<file path="config.mk">
export PLATFORM = sky130hd
export DESIGN_NAME = uart_cmd_arbiter
export DESIGN_NICKNAME = d
export VERILOG_FILES = /design/src/rtl/uart_pkg.sv /design/src/rtl/rr_arbiter.sv /design/src/rtl/uart_cmd_arbiter.sv
export SDC_FILE = /design/constraint.sdc
export NUM_CORES = 1
export LEC_CHECK = 0
export ABC_CLOCK_PERIOD_IN_PS = 3350
export BUFFER_PORTS_ARGS = -buffer_cell sky130_fd_sc_hd__buf_2
export CAP_MARGIN = 20
export CELL_PAD_IN_SITES_DETAIL_PLACEMENT = 1
export CELL_PAD_IN_SITES_GLOBAL_PLACEMENT = 1
export CORE_MARGIN = 2
export CORE_UTILIZATION = 40
export CTS_BUF_LIST = sky130_fd_sc_hd__clkbuf_4 sky130_fd_sc_hd__clkbuf_8
export DETAILED_ROUTE_END_ITERATION = 8
export PLACE_DENSITY_LB_ADDON = 0.1
export SLEW_MARGIN = 20
export SYNTH_ARGS = -nofsm -noshare
export SYNTH_HDL_FRONTEND = slang
export SYNTH_SLANG_ARGS = --single-unit
</file>
<file path="constraint.sdc">
create_clock -name clk -period 3.35 [get_ports clk]
set_input_delay 0.5025 -clock clk [delete_from_list [all_inputs] [get_ports clk]]
set_output_delay 0.5025 -clock clk [all_outputs]
set_load 0.1 [all_outputs]
</file>
<file path="src/rtl/uart_pkg.sv">
// Shared definitions for the UART command arbiter: FSM encoding and default widths.
package uart_pkg;

    localparam int DEF_CMD_WIDTH  = 16;
    localparam int DEF_READ_WIDTH = 8;

    // The command MSB marks a read; this is its position at the default width.
    localparam int READ_FLAG_BIT  = DEF_CMD_WIDTH - 1;

    localparam logic [2:0] ST_IDLE    = 3'd0;
    localparam logic [2:0] ST_ISSUE   = 3'd1;
    localparam logic [2:0] ST_WAIT_WR = 3'd2;
    localparam logic [2:0] ST_WAIT_RD = 3'd3;
    localparam logic [2:0] ST_RESP    = 3'd4;

endpackage

</file>
<file path="src/rtl/rr_arbiter.sv">
// Combinational round-robin priority rotation: searches upward from ptr+1 with
// wrap-around and returns a one-hot grant plus its encoded index.
module rr_arbiter #(
    parameter int N  = 4,
    parameter int IW = (N > 1) ? $clog2(N) : 1
) (
    input  logic [N-1:0]  req,
    input  logic [IW-1:0] ptr,
    output logic [N-1:0]  gnt,
    output logic [IW-1:0] idx
);

    logic          found;
    logic [IW-1:0] cand;

    always_comb begin
        gnt   = '0;
        idx   = '0;
        found = 1'b0;
        cand  = '0;
        for (int k = 1; k <= N; k++) begin
            cand = IW'((int'(ptr) + k) % N);
            if (!found && req[cand]) begin
                found     = 1'b1;
                gnt[cand] = 1'b1;
                idx       = cand;
            end
        end
    end

endmodule

</file>
<file path="src/rtl/uart_cmd_arbiter.sv">
// Shares one UART command engine among NUM_REQ requesters: round-robin grant,
// issue over valid/ready, wait for completion or timeout, one-cycle response.
module uart_cmd_arbiter
    import uart_pkg::*;
#(
    parameter int NUM_REQ     = 4,
    parameter int CMD_WIDTH   = DEF_CMD_WIDTH,
    parameter int READ_WIDTH  = DEF_READ_WIDTH,
    parameter int TIMEOUT_CYC = 200000
) (
    input  logic                           clk,
    input  logic                           rst_n,
    input  logic [NUM_REQ-1:0]             req_vld,
    input  logic [NUM_REQ*CMD_WIDTH-1:0]   req_cmd,
    output logic [NUM_REQ-1:0]             req_rdy,
    output logic [NUM_REQ-1:0]             rsp_vld,
    output logic [READ_WIDTH-1:0]          rsp_data,
    output logic                           rsp_err,
    output logic [CMD_WIDTH-1:0]           uart_cmd,
    output logic                           uart_cmd_vld,
    input  logic                           uart_cmd_rdy,
    input  logic                           uart_read_rdy,
    input  logic [READ_WIDTH-1:0]          uart_read_data,
    output logic                           busy
);

    localparam int IW     = (NUM_REQ > 1) ? $clog2(NUM_REQ) : 1;
    localparam int TW     = $clog2(TIMEOUT_CYC + 1);
    localparam int RD_BIT = CMD_WIDTH - 1;
    localparam logic [TW-1:0] TMO_LAST = TW'(TIMEOUT_CYC - 1);

    logic [2:0]           state_reg;
    logic [IW-1:0]        rr_ptr_reg;
    logic [IW-1:0]        owner_reg;
    logic [IW-1:0]        gnt_idx;
    logic [NUM_REQ-1:0]   gnt;
    logic [NUM_REQ-1:0]   owner_onehot;
    logic [TW-1:0]        tmo_cnt_reg;
    logic                 seen_low_reg;
    logic                 tmo_hit;
    logic [CMD_WIDTH-1:0] cmd_arr [NUM_REQ];

    generate
        for (genvar gi = 0; gi < NUM_REQ; gi++) begin : g_req
            assign cmd_arr[gi]      = req_cmd[gi*CMD_WIDTH +: CMD_WIDTH];
            assign owner_onehot[gi] = (owner_reg == IW'(gi));
        end
    endgenerate

    rr_arbiter #(
        .N  (NUM_REQ),
        .IW (IW)
    ) u_arb (
        .req (req_vld),
        .ptr (rr_ptr_reg),
        .gnt (gnt),
        .idx (gnt_idx)
    );

    assign req_rdy = (state_reg == ST_IDLE) ? gnt : '0;
    assign busy    = (state_reg != ST_IDLE);
    assign tmo_hit = (tmo_cnt_reg == TMO_LAST);

    always_ff @(posedge clk or negedge rst_n) begin
        if (!rst_n) begin
            state_reg    <= ST_IDLE;
            rr_ptr_reg   <= IW'(NUM_REQ - 1);
            owner_reg    <= '0;
            tmo_cnt_reg  <= '0;
            seen_low_reg <= 1'b0;
            uart_cmd     <= '0;
            uart_cmd_vld <= 1'b0;
            rsp_vld      <= '0;
            rsp_data     <= '0;
            rsp_err      <= 1'b0;
        end else begin
            // Response fields are strobes: only set on the edge entering RESP.
            rsp_vld  <= '0;
            rsp_data <= '0;
            rsp_err  <= 1'b0;
            case (state_reg)
                ST_IDLE: begin
                    if (|gnt) begin
                        uart_cmd     <= cmd_arr[gnt_idx];
                        uart_cmd_vld <= 1'b1;
                        owner_reg    <= gnt_idx;
                        rr_ptr_reg   <= gnt_idx;
                        state_reg    <= ST_ISSUE;
                    end
                end
                ST_ISSUE: begin
                    if (uart_cmd_rdy) begin
                        uart_cmd_vld <= 1'b0;
                        tmo_cnt_reg  <= '0;
                        seen_low_reg <= 1'b0;
                        state_reg    <= uart_cmd[RD_BIT] ? ST_WAIT_RD : ST_WAIT_WR;
                    end
                end
                ST_WAIT_WR: begin
                    tmo_cnt_reg <= tmo_cnt_reg + TW'(1);
                    if (!uart_cmd_rdy) begin
                        seen_low_reg <= 1'b1;
                    end
                    // Ready only means "done" once it has been seen to drop.
                    if (uart_cmd_rdy && seen_low_reg) begin
                        rsp_vld   <= owner_onehot;
                        state_reg <= ST_RESP;
                    end else if (tmo_hit) begin
                        rsp_vld   <= owner_onehot;
                        rsp_err   <= 1'b1;
                        state_reg <= ST_RESP;
                    end
                end
                ST_WAIT_RD: begin
                    tmo_cnt_reg <= tmo_cnt_reg + TW'(1);
                    if (uart_read_rdy) begin
                        rsp_vld   <= owner_onehot;
                        rsp_data  <= uart_read_data;
                        state_reg <= ST_RESP;
                    end else if (tmo_hit) begin
                        rsp_vld   <= owner_onehot;
                        rsp_err   <= 1'b1;
                        state_reg <= ST_RESP;
                    end
                end
                ST_RESP: begin
                    state_reg <= ST_IDLE;
                end
                default: begin
                    state_reg <= ST_IDLE;
                end
            endcase
        end
    end

endmodule

</file>
== Word level (Yosys, flattened, before mapping) ==
Index checks and enable logic that the tools add are counted.
Word-level totals
  register bits after elaboration: 56
  input bits: 80
  output and inout port bits: 35
  logic and storage cells: 117
Cells by class
  $add $sub $neg: 5
  magnitude comparators: 9
  eq/ne operators: 10
  muxes and demuxes: 55
  bitwise operators: 4
  reduce and logical (&&, ||, !) cells: 24
Operator list (count)
  $pmux W18 S2: 1
  $bmux W16 S2: 1
  $mux W16: 2
  $mux W4: 8
  $add A18 B1 Y18 const B: 1
  $eq A18 B18 Y1 const B: 1
  $mux W1: 18
  $mux W18: 1
  $mux W8: 2
  $mux W3: 5
  $lt A2 B3 Y1 const B: 4
  $or A4 B4 Y4: 3
  $pmux W3 S4: 1
  $bmux W1 S2: 4
  $demux W1 S2: 4
  $ge A2 B1 Y1 const B: 4
  $logic_and A1 B1 Y1: 8
  $mux W2: 4
  $pmux W4 S2: 1
  $eq A3 B2 Y1 const B: 2
  $pmux W1 S2: 3
  $reduce_and A2 Y1: 3
  $reduce_and A3 Y1: 2
  $reduce_bool A2 Y1: 3
  other kinds (15): 21

== Longest topological paths before layout ==
Gate-level depths: netlist of the first run.
  depth after elaboration: 17
  mapped depth: 12
  depth with buffers taken out: 9

== Modules after synthesis ==
From an unflattened synthesis of the first run, not the netlist that was laid out.
Second synthesis, totals
  cells, all modules: 329
  area, all modules: 3337.0 um^2
By module, submodules not included
  uart_cmd_arbiter: times used 1, cells an instance 270, area each 2846.5 um^2, sequential area each 1403.8 um^2
  rr_arbiter: times used 1, cells an instance 59, area each 490.5 um^2, sequential area each 0.0 um^2

== Worst setup path after synthesis of the first run ==
Ideal clock, no wire load.
  path type: register -> output
  start: register rr_ptr_reg[0]
  end: output port req_rdy[1]
  data arrival time: 3.303 ns
  slack: -0.455 ns
  cell stages (with the launch flop): 8
  buffers on the path: 1
  cells stage by stage: dfstp_2 buf_6 inv_1 ha_1 mux4_2 nor2_2 a21oi_2 nor2_1
On the way
  longest elaborated chain between the ends: 14
  elaborated cells between the ends (all ways): 49
Ends and longest elaborated chain
  from (decl): line uart_cmd_arbiter.sv:33  | logic [IW-1:0] rr_ptr_reg;
  from (signal assigned): line uart_cmd_arbiter.sv:67  | rr_ptr_reg <= IW'(NUM_REQ - 1);
  from (signal assigned): line uart_cmd_arbiter.sv:87  | rr_ptr_reg <= gnt_idx;
  parallel branches: the longest is 12 deep, another holds $lt A2 B3 Y1
  $mux W4 (*): line rr_arbiter.sv:23  | if (!found && req[cand]) begin
  $mux W4 (*): line uart_cmd_arbiter.sv:60  | assign req_rdy = (state_reg == ST_IDLE) ? gnt : '0;
  to (decl): line uart_cmd_arbiter.sv:15  | output logic [NUM_REQ-1:0] req_rdy,
Every way passes the cells marked *. The select of a mux whose other input is x is not followed.

== Worst setup path after layout of the first run ==
  start: register rr_ptr_reg[1]
  end: output port req_rdy[1]
Same word-level chain as after synthesis.

==> flow_summary.yaml, run 1 <==
floorplan:
  die_height_um: 96.4
  dieArea_um2: 9290
  num_rows: 33
  core-area_um2: 8260
  dieWidth_um: 96.4
  num_io_pins: 115
  start_util: 0.413
detailed_routing:
  drc: 0
  antenna_left: 0
  drt_first_pass_iters: 4
  vias: 2789
  wl_um: 8520
  drt_iter0_drc: 66
  drt-vias-per-instance: 5.24
  avgRoutedWirePerCell_um: 16.0
sta:
  final_hold_viol_count: 0
  fin_crit_ns: 3.19
  final_max_slew_viol_count: 0
  tightestPinTransition_ns: 0.729
  setup_viol: 0
  rsz0062_at_grt: "no"
  relSlewSlack: 0.514
  max_freq_mhz: 313
  layout_setup_ws_ns: 0.159
  tns_ns: 0
  period_share: 0.953
  skew_ns: 0.0121
clocking:
  tritoncts.num_buffers: 5
  clock_latency_ns: 0.31
  clkTransAtPathRegs_ns: 0.10
  cts_resized: 0
  post_cts_buffers: 0
  cts_buffer_depth: 2
  cts_root_buffer: "clkbuf_8"
  cts_tree: "yes"
  htreeDepth: 2
  cts.sinks: 56
  holdBufCountCts: 0
synth:
  synth_ff_type: "dfrtp_1"
  seq_area_frac_synth: 0.411
  synth_top_area_cell: "dfrtp_1"
  syn_nets: 404
  ys_seq_elements: 56
  synthCells: 315
  synth_top_area_frac: 0.396
  synth_edf_count: 0
  synthArstFlopShare: 1.00
  synth_area_leaders: "dfrtp_1 40%, mux2i_1 15%, mux2_4 4.4%"
  synth_cell_type_count: 48
  yosysWarnings: 0
  post_synth.cell_area_avg_um2: 10.8
  synthesis.area_um2: 3410
critical_path:
  worstReg2RegStart: "rr_ptr_reg[1]$_DFFE_PN1P_"
  worst_setup_path_start_kind: "flip-flop"
  required_ns: 2.85
  crit_type: "flip-flop to primary output"
  crit_start: "rr_ptr_reg[1]$_DFFE_PN1P_"
  worstReg2RegEnd: "uart_cmd[12]$_DFFE_PN0P_"
  rr_worst_depth: 8
  worst-path-max-fanout: 7
  r2r_slack_ns: 0.37
  end_kind: "primary output"
  cp_data_arrival_time_ns: 2.69
  setup.worst_path.end: "req_rdy[1]"
grt:
  grt_usage: 0.197
  overflow: 0
  antenna_found_initial: 0
  grt_pass1_wl_um: 14400
  grt_max_degree: 35
  grt_pass1_vias: 2935
layout:
  layout_common_cells: "110 x buf_2, 54 x dfrtp_1, 50 x mux2i_1"
  fin_cells: 532
  syn_to_final_growth_pct: 24.7
  layout-drive-gt1-share: 0.389
  final_area_um2: 4260
  layout_commonest_cell: "buf_2"
  largest_register_ffs: 18
  fill_cells: 958
  num_antenna_cells: 0
  nets: 515
  multi_input_area_um2: 1890
  regArea_um2: 1400
place:
  placed_area_um2: 4140
  detailed_place_hpwl_um: 6590
  place.gp.congestion: 0.797
  place_ws_ns: 0.393
  portBuffers: 114
  post-place-cells: 524
status:
  status: "completed"
hold_path:
  hold_path_class: "primary input to async pin"
flow_run:
  maxCapViolCount: 0
[kinds of logic after synthesis]
kind of cell / count (synthesis) / synth area share
AO/OA/AOI/OAI: 63 / 0.128
buffers and inverters: 21 / 0.0429
multiplexers: 73 / 0.247
AND/OR/NAND/NOR: 93 / 0.138
flip-flops: 56 / 0.411
adder cells (fa/ha/maj): 9 / 0.0330
[worst max-delay path: stages (launching register included)]
cell	delay (ns)
dfstp_2	0.54
inv_1	0.09
ha_1	0.42
mux4_2	0.44
nor2_2	0.37
a21oi_2	0.17
nor2_2	0.16
buf_12	0.19
[metrics by stage]
stage	util	hold slack, ns
floorplan	-	0.207
CTS	0.515	0.217
global placement	0.502	0.460
detailed placement	0.502	0.474
global route	0.515	0.247
finish	0.515	0.200
[Yosys cell counts (all sizes together), types with 3 or more instances]
cell type  count
a21oi         12
a22o           9
and2           9
and3           6
buf           11
clkbuf         5
dfrtp         54
ha             9
inv            5
mux2          19
mux2i         50
mux4           4
nand2         26
nand3          9
nand4          3
nor2          22
nor2b          3
nor3           6
o21a           3
o21ai         27
[worst min-delay path by stage]
stage / to / slack (ns) / depth (start not counted)
finish: tmo_cnt_reg[12]$_DFFE_PN0P_ / 0.20 / 1
global route: state_reg[2]$_DFFE_PN0P_ / 0.25 / 1
CTS: tmo_cnt_reg[12]$_DFFE_PN0P_ / 0.22 / 1
detailed placement: tmo_cnt_reg[17]$_DFFE_PN0P_ / 0.47 / 1
global placement: uart_cmd_vld$_DFFE_PN0P_ / 0.46 / 1
floorplan: owner_reg[0]$_DFFE_PN0P_ / 0.21 / 0
[cell type report]
class                      instances  share of cell area
clock buffer                       6              0.0179
multi-input combinational        238               0.443
inverter                           5             0.00441
clock inverter                     2             0.00911
tap                              105              0.0309
timing repair buffer             120               0.165
sequential                        56               0.330
[layer usage]
layer	wire length, um	vias up	share of wire	GRT usage
met1	3810	1347	0.45	0.254
met4	60	0	0.0070	0.0340
met2	4240	73	0.50	0.349
li1	-	1362	-	-
met3	411	7	0.048	0.0380
met5	0	-	0	0
Power of run 1 is not shown: default switching activity piles up to over one toggle a cycle in this logic, so the estimate is an artifact.
==> inputs of run 2 (changes only) <==
Settings changed: CORE_MARGIN 2 to 4, CORE_UTILIZATION 40 to 39, CTS_BUF_LIST sky130_fd_sc_hd__clkbuf_4 sky130_fd_sc_hd__clkbuf_8 to unset.
==> flow_summary.yaml, run 2 (synthesis gave the netlist of run 1 again) <==
status:
  status: "completed"
sta:
  relSlewSlack: 0.493
  final_max_slew_viol_count: 0
  setup_viol: 0
  tightestPinTransition_ns: 0.760
  final_hold_viol_count: 0
  period_share: 0.955
  layout_setup_ws_ns: 0.150
  skew_ns: 0.00972
  fin_crit_ns: 3.20
  tns_ns: 0
  rsz0062_at_grt: "no"
  max_freq_mhz: 313
detailed_routing:
  drt_first_pass_iters: 3
  drt-vias-per-instance: 5.30
  avgRoutedWirePerCell_um: 16.2
  antenna_left: 0
  wl_um: 8600
  drt_iter0_drc: 65
  drc: 0
  vias: 2821
layout:
  largest_register_ffs: 18
  layout_commonest_cell: "buf_2"
  syn_to_final_growth_pct: 24.2
  layout_common_cells: "110 x buf_2, 54 x dfrtp_1, 50 x mux2i_1"
  nets: 515
  num_antenna_cells: 0
  layout-drive-gt1-share: 0.389
critical_path:
  worst-path-max-fanout: 7
  worst_setup_path_start_kind: "flip-flop"
  cp_data_arrival_time_ns: 2.70
  end_kind: "primary output"
  required_ns: 2.85
  crit_type: "flip-flop to primary output"
  r2r_slack_ns: 0.37
floorplan:
  dieWidth_um: 102
  num_io_pins: 115
  num_rows: 33
  start_util: 0.407
  dieArea_um2: 10300
  die_height_um: 102
  core-area_um2: 8380
grt:
  grt_pass1_wl_um: 14400
  use_met2: 0.287
  antenna_found_initial: 0
  grt_max_degree: 42
  overflow: 0
  grt-busiest-layer: "met2"
  grt_usage: 0.174
  grtUsageMet3: 0.0537
  grt_pass1_vias: 3008
  met1_usage: 0.227
flow_run:
  maxCapViolCount: 0
place:
  place.gp.congestion: 0.829
  detailed_place_hpwl_um: 6770
  place_ws_ns: 0.386
  portBuffers: 114
clocking:
  cts_buffer_depth: 2
  post_cts_buffers: 0
  clock_latency_ns: 0.32
  cts_tree: "yes"
  tritoncts.num_buffers: 5
  htreeDepth: 2
  cts_root_buffer: "clkbuf_8"
  holdBufCountCts: 0
  clkTransAtPathRegs_ns: 0.10
  cts_resized: 0
  cts.sinks: 56
hold_path:
  hold_path_class: "primary input to async pin"
-- run 2: changes by cell type in the layout (fill, tap and decap cells not counted) --
cell | before | now
bufinv_16 | 1 | 0
clkbuf_4 | 1 | 0
clkinv_4 | 0 | 1
clkinvlp_4 | 0 | 1
inv_6 | 1 | 0
inv_8 | 0 | 1
-- run 2: worst paths after layout --
path	start	to	cells after the start
hold / removal	rst_n	owner_reg[0]$_DFFE_PN0P_	1
setup / recovery	rr_ptr_reg[1]$_DFFE_PN1P_	req_rdy[3]	7
setup reg to reg	rr_ptr_reg[1]$_DFFE_PN1P_	uart_cmd[9]$_DFFE_PN0P_	8
max in group asynchronous	rst_n	uart_cmd[9]$_DFFE_PN0P_	2
hold reg to reg	tmo_cnt_reg[4]$_DFFE_PN0P_	tmo_cnt_reg[4]$_DFFE_PN0P_	1
min in group clk	uart_read_data[5]	rsp_data[5]$_DFF_PN0_	2
-- run 2: layout make-up --
| class | count | area [um2] |
|---|---|---|
| Clock buffer | 5 | 68.8 |
| Clock inverter | 3 | 27.5 |
| Fill cell | 977 | 4140 |
| Inverter | 5 | 18.8 |
| Multi-Input combinational cell | 238 | 1890 |
| Sequential cell | 56 | 1400 |
| Tap cell | 105 | 131 |
| Timing Repair Buffer | 120 | 701 |
-- run 2: per-layer routing --
layer	vias up	share of wire
li1	1366	-
met5	-	0
met1	1370	0.44
met4	0	0.010
met2	78	0.48
met3	7	0.071
-- run 2: critical path: stages, from the launching register on --
cell and delay [ns]:
dfstp_2 0.54, inv_1 0.09, ha_1 0.41, mux4_2 0.44
nor2_2 0.37, a21oi_2 0.16, nor2_2 0.17, buf_12 0.19
-- run 2: stage by stage --
step	hold slack (ns)	instance area (um2)	utilization	std cells
2_1_floorplan	0.207	3420	-	315
3_3_place_gp	0.436	4140	0.494	524
3_5_place_dp	0.450	4140	0.494	524
4_1_cts	0.0990	4240	0.506	532
5_1_grt	0.118	4240	0.506	532
6_report	0.0900	4240	0.506	532
Power of run 2 is left out for the same reason.
